$ cat src/rtl/img_pkg.sv
// Shared types and constants for the 8x8 image-operation sequencer.
package img_pkg;

  localparam int N_PIX      = 64;
  localparam int N_OP       = 15;
  localparam int N_OUT      = 16;
  localparam int OPW        = 4;
  localparam int N_VALID_OP = 8;

  typedef enum logic [OPW-1:0] {
    OP_ADD = 4'd0,
    OP_SUB = 4'd1,
    OP_MUL = 4'd2,
    OP_SHL = 4'd3,
    OP_SHR = 4'd4,
    OP_MAX = 4'd5,
    OP_MIN = 4'd6,
    OP_ABS = 4'd7,
    OP_NOP = 4'd8
  } opcode_e;

  typedef enum logic [2:0] {
    S_IDLE,
    S_LOAD,
    S_ISSUE,
    S_WAIT,
    S_OUT
  } state_e;

endpackage

$ cat src/rtl/img_op_scheduler_op_buf.sv
// Opcode register file: one write port (load side), one read port (issue side).
module op_buf #(
  parameter int DEPTH = 15,
  parameter int W     = 4
) (
  input  logic         clk,
  input  logic         we,
  input  logic [3:0]   waddr,
  input  logic [W-1:0] wdata,
  input  logic [3:0]   raddr,
  output logic [W-1:0] rdata
);

  logic [W-1:0] mem [DEPTH];

  // Contents survive reset so a re-run can reuse them.
  always_ff @(posedge clk) begin
    if (we && int'(waddr) < DEPTH) begin
      mem[waddr] <= wdata;
    end
  end

  assign rdata = (int'(raddr) < DEPTH) ? mem[raddr] : '0;

endmodule

$ cat src/rtl/img_op_scheduler.sv
// Burst capture, op issue over start/done, and result-window streaming.
module img_op_scheduler
  import img_pkg::*;
#(
  parameter int N_PIX   = 64,
  parameter int N_OP    = 15,
  parameter int N_OUT   = 16,
  parameter int OPW     = 4,
  parameter int TIMEOUT = 64
) (
  input  logic           clk,
  input  logic           rst,
  input  logic           in_valid,
  input  logic [OPW-1:0] op,
  output logic           ld_en,
  output logic [5:0]     ld_addr,
  output logic           dp_start,
  output logic [OPW-1:0] dp_op,
  input  logic           dp_done,
  output logic [3:0]     rd_addr,
  output logic           out_valid,
  output logic           busy,
  output logic           proto_err
);

  localparam int TW = $clog2(TIMEOUT);

  state_e         state_q, state_d;
  logic [5:0]     pix_q, pix_d;
  logic [3:0]     idx_q, idx_d;
  logic [3:0]     out_d;
  logic [TW-1:0]  to_q, to_d;
  logic           start_d, ov_d, perr_d, busy_d;
  logic           iv_q, iv_rise;
  logic [OPW-1:0] dpop_d, rd_op;
  logic           ob_we;
  logic [3:0]     ob_waddr;

  assign iv_rise = in_valid & ~iv_q;

  op_buf #(
    .DEPTH(N_OP),
    .W    (OPW)
  ) u_op_buf (
    .clk  (clk),
    .we   (ob_we),
    .waddr(ob_waddr),
    .wdata(op),
    .raddr(idx_q),
    .rdata(rd_op)
  );

  always_comb begin
    state_d  = state_q;
    pix_d    = pix_q;
    idx_d    = idx_q;
    to_d     = to_q;
    out_d    = rd_addr;
    start_d  = 1'b0;
    dpop_d   = dp_op;
    ov_d     = 1'b0;
    perr_d   = 1'b0;
    ld_en    = 1'b0;
    ld_addr  = '0;
    ob_we    = 1'b0;
    ob_waddr = pix_q[3:0];
    unique case (state_q)
      S_IDLE: begin
        if (in_valid) begin
          ld_en    = ~rst;
          ob_we    = 1'b1;
          ob_waddr = '0;
          pix_d    = 6'd1;
          state_d  = S_LOAD;
        end
      end
      S_LOAD: begin
        ld_addr = pix_q;
        if (!in_valid) begin
          perr_d  = 1'b1;
          state_d = S_IDLE;
        end else begin
          ld_en = ~rst;
          ob_we = (pix_q < 6'(N_OP));
          if (pix_q == 6'(N_PIX - 1)) begin
            idx_d   = '0;
            state_d = S_ISSUE;
          end else begin
            pix_d = pix_q + 6'd1;
          end
        end
      end
      S_ISSUE: begin
        perr_d = iv_rise;
        if (idx_q == 4'(N_OP)) begin
          out_d   = '0;
          ov_d    = 1'b1;
          state_d = S_OUT;
        end else if (rd_op >= OPW'(N_VALID_OP)) begin
          idx_d = idx_q + 4'd1;
        end else begin
          start_d = 1'b1;
          dpop_d  = rd_op;
          to_d    = '0;
          state_d = S_WAIT;
        end
      end
      S_WAIT: begin
        perr_d = iv_rise;
        // A done coinciding with the last timeout cycle wins.
        if (dp_done) begin
          idx_d   = idx_q + 4'd1;
          state_d = S_ISSUE;
        end else if (to_q == TW'(TIMEOUT - 1)) begin
          perr_d  = 1'b1;
          idx_d   = idx_q + 4'd1;
          state_d = S_ISSUE;
        end else begin
          to_d = to_q + TW'(1);
        end
      end
      S_OUT: begin
        perr_d = iv_rise;
        if (rd_addr == 4'(N_OUT - 1)) begin
          state_d = S_IDLE;
        end else begin
          out_d = rd_addr + 4'd1;
          ov_d  = 1'b1;
        end
      end
      default: state_d = S_IDLE;
    endcase
    busy_d = (state_d != S_IDLE);
  end

  always_ff @(posedge clk or posedge rst) begin
    if (rst) begin
      state_q   <= S_IDLE;
      pix_q     <= '0;
      idx_q     <= '0;
      to_q      <= '0;
      rd_addr   <= '0;
      dp_start  <= 1'b0;
      dp_op     <= '0;
      out_valid <= 1'b0;
      busy      <= 1'b0;
      proto_err <= 1'b0;
      iv_q      <= 1'b0;
    end else begin
      state_q   <= state_d;
      pix_q     <= pix_d;
      idx_q     <= idx_d;
      to_q      <= to_d;
      rd_addr   <= out_d;
      dp_start  <= start_d;
      dp_op     <= dpop_d;
      out_valid <= ov_d;
      busy      <= busy_d;
      proto_err <= perr_d;
      iv_q      <= in_valid;
    end
  end

endmodule
$ cat config.mk
export PLATFORM = sky130hd
export DESIGN_NAME = img_op_scheduler
export DESIGN_NICKNAME = d
export VERILOG_FILES = /design/src/rtl/img_pkg.sv /design/src/rtl/img_op_scheduler_op_buf.sv /design/src/rtl/img_op_scheduler.sv
export SDC_FILE = /design/constraint.sdc
export NUM_CORES = 1
export LEC_CHECK = 0
export ABC_AREA = 1
export CORE_ASPECT_RATIO = 1.5
export CORE_UTILIZATION = 40
export CTS_BUF_LIST = sky130_fd_sc_hd__clkbuf_2 sky130_fd_sc_hd__clkbuf_4 sky130_fd_sc_hd__clkbuf_8
export DETAILED_ROUTE_END_ITERATION = 8
export GPL_ROUTABILITY_DRIVEN = 0
export GPL_TIMING_DRIVEN = 0
export SLEW_MARGIN = 20
export SYNTH_ARGS = -nofsm -noshare
export SYNTH_HDL_FRONTEND = slang
export SYNTH_SLANG_ARGS = --single-unit
$ cat constraint.sdc
create_clock -name clk -period 2.42 [get_ports clk]
set_input_delay 0.605 -clock clk [delete_from_list [all_inputs] [get_ports clk]]
set_output_delay 0.605 -clock clk [all_outputs]
set_load 0.005 [all_outputs]
Yosys cells after proc, flatten, opt, wreduce, memory -nomap -nowiden --
Memories as Yosys holds them, arrays and structs flattened. Cells that the tools add are included.
Cells by class: add/subtract/negate cells 4, magnitude comparators 4, equal/unequal tests 20, muxes and demuxes 49, bitwise logic cells 5, reductions and logical operators 14
Operators by type and width (number):
- 6-bit 2-to-1 mux | 8
- 4-bit 2-to-1 mux | 11
- 3-bit 2-to-1 mux | 8
- 6-bit one-hot mux with 2 select lines | 2
- 2-bit != test (second input constant) | 11
- 3-bit one-hot mux with 5 select lines | 1
- 1-bit 2-to-1 mux | 14
- 6-bit by 1-bit adder with 6-bit output (second input constant) | 2
- 6-bit equality test (second input constant) | 2
- 4-bit one-hot mux with 3 select lines | 1
- 4-bit by 1-bit adder with 4-bit output (second input constant) | 2
- 4-bit equality test (second input constant) | 2
- 4-bit < comparator (second input constant) | 2
- 4-bit one-hot mux with 2 select lines | 1
- 3-bit by 2-bit equality test with 1-bit output (second input constant) | 2
- 6-bit by 4-bit < comparator with 1-bit output (second input constant) | 1
- 3-bit AND reduction | 2
- 6-bit AND reduction | 1
- 2-bit nonzero test | 3
- 3-bit nonzero test | 2
- 5-bit AND reduction | 1
- 4-bit greater-or-equal comparator (second input constant) | 1
- 1-bit NOT | 4
- 1-bit one-hot mux with 2 select lines | 2
- 9 further kinds | 10
Word-level totals: register bits 32, bits in writable memories 60, input bits 8, output and inout bits 19, word-level logic and storage cells 108, memories 1
Memory list:
- u_op_buf.mem | depth 15, bits a word 4, rd ports 1, clocked after memory_dff 0, write ports 1, RTL line img_op_scheduler_op_buf.sv:14 | logic [W-1:0] mem [DEPTH];

Logic depth before layout (Yosys ltp) --
Gate-level depths: netlist of run 1.
depth after elaboration 7, mapped depth 14, gate-level depth less buffers 12

Cells and area by module --
Synthesis of run 1 repeated with hierarchy kept, for this count alone.
Second synthesis, totals: cell total of the unflattened synthesis 505, area total of the unflattened synthesis 4506.8 µm²
Modules (own cells, without submodules):
- op_buf | times used 1, cells each 253, area each 2623.8 µm², seq. area each 1801.7 µm²
- img_op_scheduler | times used 1, cells each 252, area each 1883.1 µm², seq. area each 800.8 µm²

Least setup slack after synthesis of run 1 --
No wires, ideal clock.
path type reg-to-reg, start register state_q[1], end memory u_op_buf.mem[12][0] (enable), setup time 0.329 ns, arrival 1.431 ns, data required time 2.091 ns, path slack 0.660 ns, stages on the path, launching flop included 8, path buffers 0, clock period less this slack 1.760 ns, cell sequence dfrtp_1 > nor3_1 > nand2_1 > inv_1 > nor3_1 > inv_1 > o211ai_1 > nor2_1
Between the ends: word-level cells in the longest chain between the ends 6, elaborated cells on any way between the ends 8, classes of those cells 1 x order compare; 1 x eq/ne; 4 x mux; 2 x reduce/logical
Ends and longest elaborated chain:
- start: declaration | RTL line img_op_scheduler.sv:28 | state_e state_q, state_d;
- start signal: assignment | RTL line img_op_scheduler.sv:150 | state_q <= state_d;
- 3-bit zero test | RTL line img_op_scheduler.sv:67 | unique case (state_q)
- 4-bit 2-to-1 mux | RTL line img_op_scheduler.sv:67
- 4-bit < comparator | RTL line img_op_scheduler_op_buf.sv:18 | if (we && int'(waddr) < DEPTH) begin
- 1-bit logical AND | RTL line img_op_scheduler_op_buf.sv:18
- 1-bit 2-to-1 mux | RTL line img_op_scheduler_op_buf.sv:18
- 1-bit 2-to-1 mux (not written as such) | RTL line img_op_scheduler_op_buf.sv:19 | mem[waddr] <= wdata;
- end: declaration | RTL line img_op_scheduler_op_buf.sv:14
Parallel ways exist; a longest one is shown, timed or not.

Worst setup path after layout of run 1 --
start register state_q[2], end output port ld_addr[0]
Between the ends: word-level cells in the longest chain between the ends 2
Ends and longest elaborated chain:
- 3-bit by 1-bit equality test with 1-bit output | RTL line img_op_scheduler.sv:67
- 6-bit 2-to-1 mux | RTL line img_op_scheduler.sv:67
- end: declaration | RTL line img_op_scheduler.sv:16 | output logic [5:0] ld_addr,
No other way between the ends.

==> out/qor.yml, run 1 <==
tightest_slew_ns: 0.676
post_synthesis_share_of_cell_area_spent_on_and_or_nand_and_nor_gates_pct: 23.6
kind_of_end_point_of_the_critical_path: "output port"
vias_in_the_first_global_route: 3073
outcome: "complete, no violations"
syn_nets: 448
powerDensity_nw_per_um2: 996
diodes: 0
detailedRoute.firstIterationViolations: 210
final.setup.tns_ns: 0
grt_overflow_total: 0
detail_route.wirelength_mm: 10.1
rows: 45
post_drt_wl_per_cell_um: 16.8
drt-pass1-iter-count: 5
floorplan.core_area_um2: 10100
top_level_port_count: 27
slew-limit-headroom_pct: 54.9
synth-seq-area-share_pct: 62.0
ctsRootBufferMaster: "clkbuf_8"
vdd.ir_drop.worst_uv: 451
adder_cell_area_share_of_the_yosys_netlist_pct: 1.19
gr-max-usage-layer: "met2"
clock_pin_slew_of_the_registers_on_the_worst_case_setup_and_hold_paths_ns: 0.09
cts_made_buffers: 9
final_net_count: 489
grtUsageMet3_pct: 3.23
worstSetupStartpointType: "flip-flop"
cts.sinks: 92
dieHeight_um: 127
worst_clock_skew_ns: 0.00974
tritoncts: "built"
synth_cells: 436
synth_most_common_cell: "nand2_1"
synth-compound-area-share_pct: 6.26
avgSynthCellArea_um2: 9.63
hold_slack_ns: 0.476
worst_hold_path_type: "flip-flop to flip-flop"
synth_xor_xnor_area_share_pct: 1.04
max_clock_freq_mhz: 429
grt_pass1_wl_mm: 16.3
largest_family_of_logic_cells_by_synthesized_area: "simple AND/OR/NAND/NOR gates"
fin_crit_ns: 2.33
finish.cell_count_without_fillers: 599
critical_path_peak_fanout: 8
place.detailed.hpwl_mm: 7.24
critical_path_depth: 6
netlist.top_cell.by_area: "edfxtp_1"
synth_edf_count: 60
drt.antenna.violating_nets: 0
grt_util_met2_pct: 38.0
timing.critical_path.cells: "inv_1 -> nand2_2 -> nor2_4 -> inv_4 -> nor2_2 -> clkdlybuf4s50_1"
final_min_period_over_clock_period_pct: 96.3
drc: 0
clock_tree.buffer_depth: 2
asyncSetResetFlopFracSynth_pct: 34.8
timing.setup.critical_path_class: "flip-flop to output port"
route.detailed.vias_per_inst: 5.24
fp.dieArea_um2: 10900
pin_count_of_the_biggest_net_entering_global_routing: 33
io_buffer_count: 26
synth_top_area_share_pct: 42.9
power.leakage_nw: 2.02
synth.top_cells.by_count: "84 x nand2_1, 71 x nor2_1, 60 x edfxtp_1"
clk-insertion-delay-late_ns: 0.36
synth.area.mux_share_pct: 0
worst_ep_arrival_time_ns: 1.73
synth_top_flop_cell: "edfxtp_1"
grt_use_met1_pct: 21.6
antenna_found_initial: 0
critPathMaxStageDelay_ns: 0.51
setup_violations: 0
route.vias.total: 3140
grt_setup_unrepaired: "yes"
cp_top_family: "buffers and inverters"
initial_utilization_pct: 41.4
timing.reg2reg.worst_path_depth: 8
synth_top_cells_by_area: "edfxtp_1 43%, dfrtp_1 19%, nand2_1 7.5%, nor2_1 6.4%, nand3_1 5.1%"
synth.lib_cells_used.distinct: 35
post_synth_instance_area_um2: 4200
worst-path-buf-inv: 3
yosys_warning_total: 0
proportion_of_layout_cells_with_a_drive_suffix_above_1_pct: 9.96
cts_htree_levels: 3
worst_hold_path.num_cells: 2
timing.critical_path.slowest_stage_cell: "clkdlybuf4s50_1"
slew_viol_final: 0
floorplan.die.width_um: 85.6
number_of_register_bits_inferred_by_synthesis: 92
nFillCells: 948
report.final.hold_viol_count: 0
cap_viol_max_count: 0
timing.critical_path.required_ns: 1.81
global_route.usage.total_pct: 20.0
place_inst: 579
layout-area-overhead-vs-synth_pct: 14.9
-- registers in the layout, indices dropped and copies added (netlist names) --
signal,flops
u_op_buf.mem,60
pix_q,6
to_q,6
dp_op,4
idx_q,4
rd_addr,4
state_q,3
busy,1
dp_start,1
iv_q,1
out_valid,1
proto_err,1
-- path summary, 6_finish.rpt --
check	slack, ns	from	to
max	0.09	state_q[2]	ld_addr[0]
min	0.48	dp_op[3]	dp_op[3]
max reg2reg	0.09	state_q[0]	u_op_buf.mem[14][3]
min reg2reg	0.48	dp_op[3]	dp_op[3]
max in group asynchronous	1.23	rst	state_q[2]
min in group asynchronous	0.72	rst	dp_op[2]
-- cell usage in the layout (no fill, tap or decap), types with 2 or more instances in the layout --
cell type / count
nand2_1: 83
nor2_1: 70
edfxtp_1: 60
inv_1: 44
nand3_1: 43
dfrtp_1: 30
clkdlybuf4s50_1: 24
o21ai_0: 21
a21oi_1: 13
nand4_1: 10
clkbuf_8: 9
nor3_1: 7
buf_4: 7
inv_2: 5
xor2_1: 4
buf_2: 4
clkbuf_1: 4
o211ai_1: 4
ha_1: 4
nand2_2: 3
nor2_4: 2
o21ai_2: 2
clkinv_1: 2
or2_2: 2
clkinv_4: 2
clkinvlp_4: 2
dfrtp_2: 2
-- cells by family after synthesis --
logic type                 after synthesis
AOI/OAI and AO/OA                       46
xor gates and xnor gates                 5
adders and majority gates                4
buffers and inverters                   62
DFF                                     92
and+or+nand+nor                        227
-- report_power, final --
group,internal (W),total [W],switching [W],leakage [nW]
clock,0.000382,0.000923,0.000541,0.0795
combinational,0.000628,0.00188,0.00126,0.993
sequential,0.00185,0.00200,0.000144,0.952
total,0.00286,0.00480,0.00194,2.02
-- worst reg2reg max path, cell delays in order, from the launching register on --
cell      delay [ns]
dfrtp_2         0.43
buf_4           0.16
nor3_1          0.21
nand2_1         0.21
inv_1           0.26
nor3_1          0.08
inv_1           0.12
o211ai_1        0.17
nor2_1          0.36
-- final cells by class --
type	instances	area (um2)	area share, %
clock buffers	10	131	2.72
well taps	117	146	3.04
inverters	51	194	4.02
plain buffers	11	57.6	1.19
flip-flops and latches	92	2610	54.0
repair buffers	30	292	6.04
multi-input cells	282	1360	28.1
clock inverters	6	41.3	0.856
-- routing by layer --
metal  share of wire [%]  vias to the layer above
met2                  55                       76
met1                  39                     1510
met3                 4.2                       13
met5                   0                        -
li1                    -                     1541
met4                 2.2                        0
-- what timing repair did --
| item | in CTS | in global routing |
|---|---|---|
| hold buffers | 0 | 0 |
| setup buffers | 3 | 1 |
| endpoints found under the setup margin | 7 | 15 |
| pin swaps | 1 | 1 |
| resized for setup | 5 | 4 |
-- through the flow --
| stage | area (um2) | power [W] | utilization, % | setup WS [ns] |
|---|---|---|---|---|
| 4_1_cts | 4800 | 0.00481 | 47.4 | 0.0109 |
| 5_1_grt | 4820 | 0.00513 | 47.6 | -0.0264 |
| 3_5_place_dp | 4600 | 0.00385 | 45.4 | -0.234 |
| 6_report | 4820 | 0.00480 | 47.6 | 0.0895 |
| 2_1_floorplan | 4200 | 0.00322 | - | 0.660 |
| 3_3_place_gp | 4600 | 0.00383 | 45.4 | -0.247 |
No activity file was read; power rests on OpenSTA's default activity.
==> run 2, diff against run 1 <==
--- a/config.mk
+++ b/config.mk
@@ -10,6 +10,7 @@
 export CORE_UTILIZATION = 40
 export CTS_BUF_LIST = sky130_fd_sc_hd__clkbuf_2 sky130_fd_sc_hd__clkbuf_4 sky130_fd_sc_hd__clkbuf_8
 export DETAILED_ROUTE_END_ITERATION = 8
+export DONT_BUFFER_PORTS = 1
 export GPL_ROUTABILITY_DRIVEN = 0
 export GPL_TIMING_DRIVEN = 0
 export SLEW_MARGIN = 20
==> run 2 against run 1 <==
Net effect:
- flip-flop and latch count stayed put
- combinational power is 10% lower
- clock skew is 0.0034 ns higher
- hold slack worse by 0.27 ns
- final cell count is 5.2% lower
- final area is 5.4% lower
- sequential share of layout area is 3.0 points higher
- largest cell class unchanged
- largest power group unchanged
==> out/qor.yml, run 2 (same netlist as run 1, synthesis figures left out) <==
max_clock_freq_mhz: 453  # +5.6%
vias_in_the_first_global_route: 2971  # -3.3%
timing.critical_path.required_ns: 2.42  # +0.61 ns
final_min_period_over_clock_period_pct: 91.2  # -5.1 points
power.combinational.fraction_pct: 35.0  # -4.2 points
worst_ep_arrival_time_ns: 2.21  # +0.48 ns
power.leakage_nw: 1.92  # -5.2%
setup_violations: 0  # unchanged
cp_top_family: "simple AND/OR/NAND/NOR gates"
drt-pass1-iter-count: 4  # -1
drt.antenna.violating_nets: 0  # unchanged
grt_overflow_total: 0  # unchanged
cts.sinks: 92  # unchanged
seq_power_share_pct: 41.6  # about the same
multi_input_gate_area_in_the_final_layout_um2: 1350  # -0.65%
post_drt_wl_per_cell_um: 16.9  # +0.76%
powerDensity_nw_per_um2: 1060  # +6.3%
timing.critical_path.cells: "inv_1 -> nand2_1 -> nor2_4 -> nand4_1 -> nor2_1 -> a31oi_1 -> nor2_1"
antenna_found_initial: 0  # unchanged
worstSetupStartpointType: "flip-flop"
wl_met2_mm: 5.44  # -1.1%
worst_clock_skew_ns: 0.0131  # +0.00340 ns
final_net_count: 459  # -6.1%
largestRegisters: "u_op_buf.mem (60), pix_q (6), to_q (6)"
route.detailed.vias_per_inst: 5.22  # -0.45%
timing.critical_path.mode_cell: "nor2_1"
grt_setup_unrepaired: "no"
number_of_post_cts_setup_repair_buffers: 0  # -3
top_level_port_count: 27  # unchanged
total_switching_power_w: 0.00184  # -5.0%
route.vias.total: 2964  # -5.6%
final_cell_mix: "84 x nand2_1, 70 x nor2_1, 60 x edfxtp_1"
clkPwrFrac_pct: 23.4  # +4.2 points
floorplan.core_area_um2: 10100  # unchanged
io_buffer_count: 0  # -100%
sw_frac_of_total_pct: 38.2  # -2.2 points
internal_power_contribution_w: 0.00298  # +4.3%
vdd.ir_drop.worst_uv: 583  # +29%
fin_crit_ns: 2.21  # -0.123 ns
detailedRoute.firstIterationViolations: 146  # -30%
floorplan.die.width_um: 85.6  # unchanged
timing.critical_path.slowest_stage_cell: "dfrtp_1"
place.detailed.hpwl_mm: 7.17  # -1.1%
tightest_slew_ns: 0.667  # -0.00949 ns
global_route.usage.total_pct: 19.3  # -0.71 points
clock_pin_slew_of_the_registers_on_the_worst_case_setup_and_hold_paths_ns: 0.09  # about the same
outcome: "complete, no violations"
post_place_worst_slack_ns: 0.161  # +0.394 ns
clk-insertion-delay-late_ns: 0.37  # about the same
register_area_um2: 2600  # about the same
final.setup.tns_ns: 0  # unchanged
proportion_of_layout_cells_with_a_drive_suffix_above_1_pct: 8.43  # -1.5 points
rows: 45  # unchanged
report.final.hold_viol_count: 0  # unchanged
worst-path-buf-inv: 1  # -2
route.top_layer_used: "met4"
slew-limit-headroom_pct: 55.5  # +0.63 points
diodes: 0  # unchanged
largest_register: "u_op_buf.mem"
cts_made_buffers: 9  # unchanged
routedLengthMet1_mm: 3.62  # -7.8%
initial_utilization_pct: 41.4  # unchanged
pin_count_of_the_biggest_net_entering_global_routing: 33  # unchanged
detail_route.wirelength_mm: 9.62  # -4.5%
grt_pass1_wl_mm: 15.5  # -5.0%
critPathMaxStageDelay_ns: 0.47  # -0.04 ns
fp.dieArea_um2: 10900  # unchanged
timing.setup.critical_path_class: "flip-flop to flip-flop"
clock_tree.buffer_depth: 2  # unchanged
critical_path_peak_fanout: 6  # -2
slew_viol_final: 0  # unchanged
largest_register_ff_count: 60  # unchanged
ctsRootBufferMaster: "clkbuf_8"
routed-wl-met3_um: 313  # -26%
holdBufCountCts: 0  # unchanged
nFillCells: 992  # +4.6%
cts_htree_levels: 3  # unchanged
post-route-worst-setup-slack_ns: 0.213  # +0.123 ns
worst_hold_path_type: "input port to asynchronous set/reset pin"
drc: 0  # unchanged
cap_viol_max_count: 0  # unchanged
layout.cells.most_common: "nand2_1"
tritoncts: "built"
ctsResizeCount: 0  # -5
dieHeight_um: 127  # unchanged
kind_of_end_point_of_the_critical_path: "flip-flop"
layout-area-overhead-vs-synth_pct: 8.71
[run 2: changes by cell type in the layout (fill, tap and decap cells not counted), sizes merged]
cell           previous run  this run
buf                      11         7
bufinv                    0         2
clkbuf                   14        16
clkdlybuf4s50            24         0
clkinv                    4         2
clkinvlp                  3         0
dlygate4sd2               1         0
dlymetal6s2s              1         0
[run 2: area by class of cell]
type	count	area share (%)
inverters	51	4.20
well taps	117	3.21
multi-input cells	282	29.5
flip-flops and latches	92	57.0
clock buffers	12	3.35
plain buffers	11	1.26
clock inverters	3	1.40
[run 2: path summary, 6_finish.rpt]
check | depth (start not counted) | from | to | slack, ns
worst min register to register | 2 | dp_op[3] | dp_op[3] | 0.50
worst max register to register | 7 | state_q[2] | u_op_buf.mem[0][3] | 0.21
min in group clk | 0 | in_valid | iv_q | 0.26
worst max-delay path | 7 | state_q[2] | u_op_buf.mem[0][3] | 0.21
worst min-delay path | 1 | rst | dp_op[1] | 0.21
max in group asynchronous | 1 | rst | idx_q[1] | 1.77
[run 2: per-stage QoR]
step	area, um2	hold WS, ns	utilization [%]	power [W]	instances
after floorplan	4200	0.460	-	0.00322	436
after global placement	4340	0.488	42.9	0.00371	553
after detailed placement	4340	0.491	42.9	0.00373	553
after CTS	4560	0.229	45.0	0.00486	568
after global routing	4560	0.250	45.0	0.00516	568
final	4560	0.206	45.0	0.00483	568
[run 2: worst register-to-register path: cells and delay by family (launching register included)]
family	cells	cell delay, ns
flops	1	0.47
simple gates	5	1.06
compound gates	1	0.22
buf+inv	1	0.08
[run 2: metal layers]
layer	vias to the layer above	track usage, %
li1	1475	-
met2	54	36.7
met3	14	2.65
met1	1421	20.3
met4	0	9.80
met5	-	0
[run 2: power groups by stage]
stage               logic, W  clock network [W]  registers (W)
floorplan            0.00123                  0        0.00199
global placement     0.00167                  0        0.00204
detailed placement   0.00169                  0        0.00204
CTS                  0.00170            0.00115        0.00201
global route         0.00193            0.00120        0.00203
finish               0.00169            0.00113        0.00201
==> run 3, diff against run 2 <==
--- a/config.mk
+++ b/config.mk
@@ -5,10 +5,10 @@
 export SDC_FILE = /design/constraint.sdc
 export NUM_CORES = 1
 export LEC_CHECK = 0
-export ABC_AREA = 1
 export CORE_ASPECT_RATIO = 1.5
 export CORE_UTILIZATION = 40
 export CTS_BUF_LIST = sky130_fd_sc_hd__clkbuf_2 sky130_fd_sc_hd__clkbuf_4 sky130_fd_sc_hd__clkbuf_8
+export CTS_CLUSTER_DIAMETER = 30
 export DETAILED_ROUTE_END_ITERATION = 8
 export DONT_BUFFER_PORTS = 1
 export GPL_ROUTABILITY_DRIVEN = 0
==> constraint.sdc (replaced) <==
create_clock -name clk -period 2.4 [get_ports clk]
set_input_delay 0.6 -clock clk [delete_from_list [all_inputs] [get_ports clk]]
set_output_delay 0.6 -clock clk [all_outputs]
set_load 0.005 [all_outputs]
==> run 3 against run 2 <==
Net effect:
- the run now ends with design-rule violations left
- flip-flop and latch count unchanged
- fmax down 5.4%
- synthesized area down 3.6%
- hold slack better by 0.0098 ns
- combinational power down 51%
- critical path type unchanged
- synthesized cell count down 36%
- clock-buffer cell count down 1
- clock power down 11%
- power down 21%
==> out/qor.yml, run 3 <==
final_net_count: 302  # -34%
kind_of_end_point_of_the_critical_path: "flip-flop"
slew-limit-headroom_pct: 42.4  # -13 points
drt.antenna.violating_nets: 0  # unchanged
tritoncts: "built"
floorplan.die.width_um: 84.1  # -1.8%
timing.critical_path.mode_cell: "nor2_1"
failing_checks: "design-rule violations"
worst_clock_skew_ns: 0.00918  # -0.00396 ns
io_buffer_count: 0  # unchanged
report.final.hold_viol_count: 0  # unchanged
nFillCells: 865  # -13%
max_clock_freq_mhz: 428  # -5.4%
diodes: 0  # unchanged
postLayoutCellArea_um2: 4400  # -3.5%
synth_top_cells_by_area: "edfxtp_1 45%, dfrtp_1 20%, mux4_2 7.8%, nor2_1 3.6%, xor2_1 1.7%"
synth_top_area_share_pct: 44.6  # +1.6 points
dieHeight_um: 125  # -1.8%
cts_htree_levels: 3  # unchanged
asyncSetResetFlopFracSynth_pct: 34.8  # unchanged
synth_top_flop_cell: "edfxtp_1"
timing.critical_path.cells: "clkbuf_2 -> or3b_2 -> nor2_1 -> nor2_1 -> nor2_1"
final_min_period_over_clock_period_pct: 97.3  # +6.1 points
register_area_um2: 2600  # unchanged
powerDensity_nw_per_um2: 862  # -19%
timing.critical_path.slowest_stage_cell: "or3b_2"
cp_top_family: "simple AND/OR/NAND/NOR gates"
slew_viol_final: 0  # unchanged
vias_in_the_first_global_route: 2384  # -20%
detailedRoute.firstIterationViolations: 110  # -25%
worst-path-buf-inv: 1  # unchanged
detail_route.wirelength_mm: 7.89  # -18%
multi_input_gate_area_in_the_final_layout_um2: 1380  # +2.6%
finish.cell_count_without_fillers: 409  # -28%
outcome: "complete, but fails checks"
post_drt_wl_per_cell_um: 19.3  # +14%
layout-area-overhead-vs-synth_pct: 8.88
syn_nets: 291  # -35%
route.vias.total: 2238  # -24%
cap_viol_max_count: 0  # unchanged
drt-pass1-iter-count: 6  # +2
clk-insertion-delay-late_ns: 0.35  # -0.02 ns
tightest_slew_ns: 0.858  # +0.191 ns
synth_cells: 279  # -36%
critPathMaxStageDelay_ns: 0.57  # +0.10 ns
top_level_port_count: 27  # unchanged
post_place_worst_slack_ns: -0.238  # -0.398 ns
largest_register: "u_op_buf.mem"
proportion_of_layout_cells_with_a_drive_suffix_above_1_pct: 20.4  # +12 points
post-route-worst-setup-slack_ns: 0.0658  # -0.147 ns
final_cell_mix: "60 x edfxtp_1, 38 x nor2_1, 32 x dfrtp_1"
place_inst: 394  # -29%
yosys_warning_total: 0  # unchanged
timing.critical_path.required_ns: 2.42  # about the same
fin_crit_ns: 2.33  # +0.127 ns
avgSynthCellArea_um2: 14.5  # +51%
number_of_register_bits_inferred_by_synthesis: 92  # unchanged
place.detailed.hpwl_mm: 5.75  # -20%
fp.dieArea_um2: 10500  # -3.6%
largest_register_ff_count: 60  # unchanged
initial_utilization_pct: 41.5  # +0.092 points
critical_path_peak_fanout: 9  # +3
synth_edf_count: 60  # unchanged
worst_ep_arrival_time_ns: 2.35  # +0.14 ns
cts_made_buffers: 9  # unchanged
grt_overflow_total: 0  # unchanged
final.setup.tns_ns: 0  # unchanged
p_total_w: 0.00380  # -21%
clock_tree.buffer_depth: 2  # unchanged
synth_most_common_cell: "edfxtp_1"
global_route.usage.total_pct: 16.5  # -2.8 points
setup_violations: 0  # unchanged
cts.sinks: 92  # unchanged
worst_hold_path_type: "input port to asynchronous set/reset pin"
worstSetupStartpointType: "flip-flop"
timing.setup.critical_path_class: "flip-flop to flip-flop"
drc: 10  # +10
synth.lib_cells_used.distinct: 53  # +51%
floorplan.core_area_um2: 9740  # -3.9%
place_area_um2: 4190  # -3.6%
largestRegisters: "u_op_buf.mem (60), pix_q (6), to_q (6)"
power.leakage_nw: 1.60  # -17%
route.detailed.vias_per_inst: 5.47  # +4.9%
pin_count_of_the_biggest_net_entering_global_routing: 33  # unchanged
grt_pass1_wl_mm: 12.8  # -17%
post_synth_instance_area_um2: 4040  # -3.6%
vdd.ir_drop.worst_uv: 350  # -40%
clock_pin_slew_of_the_registers_on_the_worst_case_setup_and_hold_paths_ns: 0.09  # about the same
netlist.top_cell.by_area: "edfxtp_1"
synth.top_cells.by_count: "60 x edfxtp_1, 39 x nor2_1, 32 x dfrtp_1"
antenna_found_initial: 0  # unchanged
grt_setup_unrepaired: "yes"
ctsRootBufferMaster: "clkbuf_8"
synth-seq-area-share_pct: 64.4  # +2.3 points
layout.cells.most_common: "edfxtp_1"
rows: 44  # -2.2%
-- run 3: changes by cell type after synthesis, sizes merged, moves of 11 or more --
| cell | change |
|---|---|
| nand3 | -34 |
| nor2 | -33 |
| mux4 | +15 |
| nand2 | -76 |
| o21ai | -14 |
| inv | -43 |
| a21oi | -11 |
-- run 3: final timing paths --
kind,start,to,slack (ns),depth (start not counted)
hold reg to reg,to_q[0],to_q[0],0.51,1
setup reg to reg,state_q[1],u_op_buf.mem[4][2],0.07,5
min in group clk,in_valid,iv_q,0.27,0
setup / recovery,state_q[1],u_op_buf.mem[4][2],0.07,5
hold / removal,rst,pix_q[3],0.22,1
max in group asynchronous,rst,to_q[3],1.74,1
-- run 3: worst register-to-register path: stages (launching register included) --
cell and delay [ns]:
dfrtp_1 0.36, clkbuf_2 0.17, or3b_2 0.57, nor2_1 0.34
nor2_1 0.20, nor2_1 0.35
-- run 3: cell families after synthesis --
logic type	after synthesis	share of synthesized area [%]
mux	27	11.7
fa+ha+maj	4	1.24
compound gates	30	5.82
flops	92	64.4
buf+inv	16	1.92
simple gates	101	13.0
xor+xnor	9	1.95
-- run 3: cell type report --
class / instances / area share, %
plain buffers: 8 / 1.14
clock buffers: 11 / 3.15
clock inverters: 4 / 1.17
inverters: 7 / 0.597
multi-input cells: 171 / 31.4
flip-flops and latches: 92 / 59.1
well taps: 115 / 3.27
repair buffers: 1 / 0.171
-- run 3: report_power, final --
group,leakage (nW),switching (W),total (W),internal (W)
sequential,0.967,0.000110,0.00196,0.00185
clock,0.0962,0.000510,0.00101,0.000499
combinational,0.539,0.000453,0.000829,0.000376
total,1.60,0.00107,0.00380,0.00272
-- run 3: what timing repair did --
action | 4_1_cts | 5_1_grt
gates resized for setup | 2 | 3
endpoints found under the setup margin | 69 | 47
hold buffers | 0 | 0
pin swaps | 0 | 1
buffers inserted | 0 | 1
-- run 3: layer usage --
metal,up-vias,part of all wire (%),GRT usage (%)
met5,-,0,0
met4,0,1.9,7.71
met3,12,3.1,3.70
met2,34,56,30.7
met1,1125,39,17.3
li1,1067,-,-
-- run 3: through the flow --
step	util (%)	hold WS, ns
5_1_grt	45.2	0.243
3_3_place_gp	43.0	0.491
6_report	45.2	0.216
2_1_floorplan	-	0.471
3_5_place_dp	43.0	0.501
4_1_cts	45.0	0.226
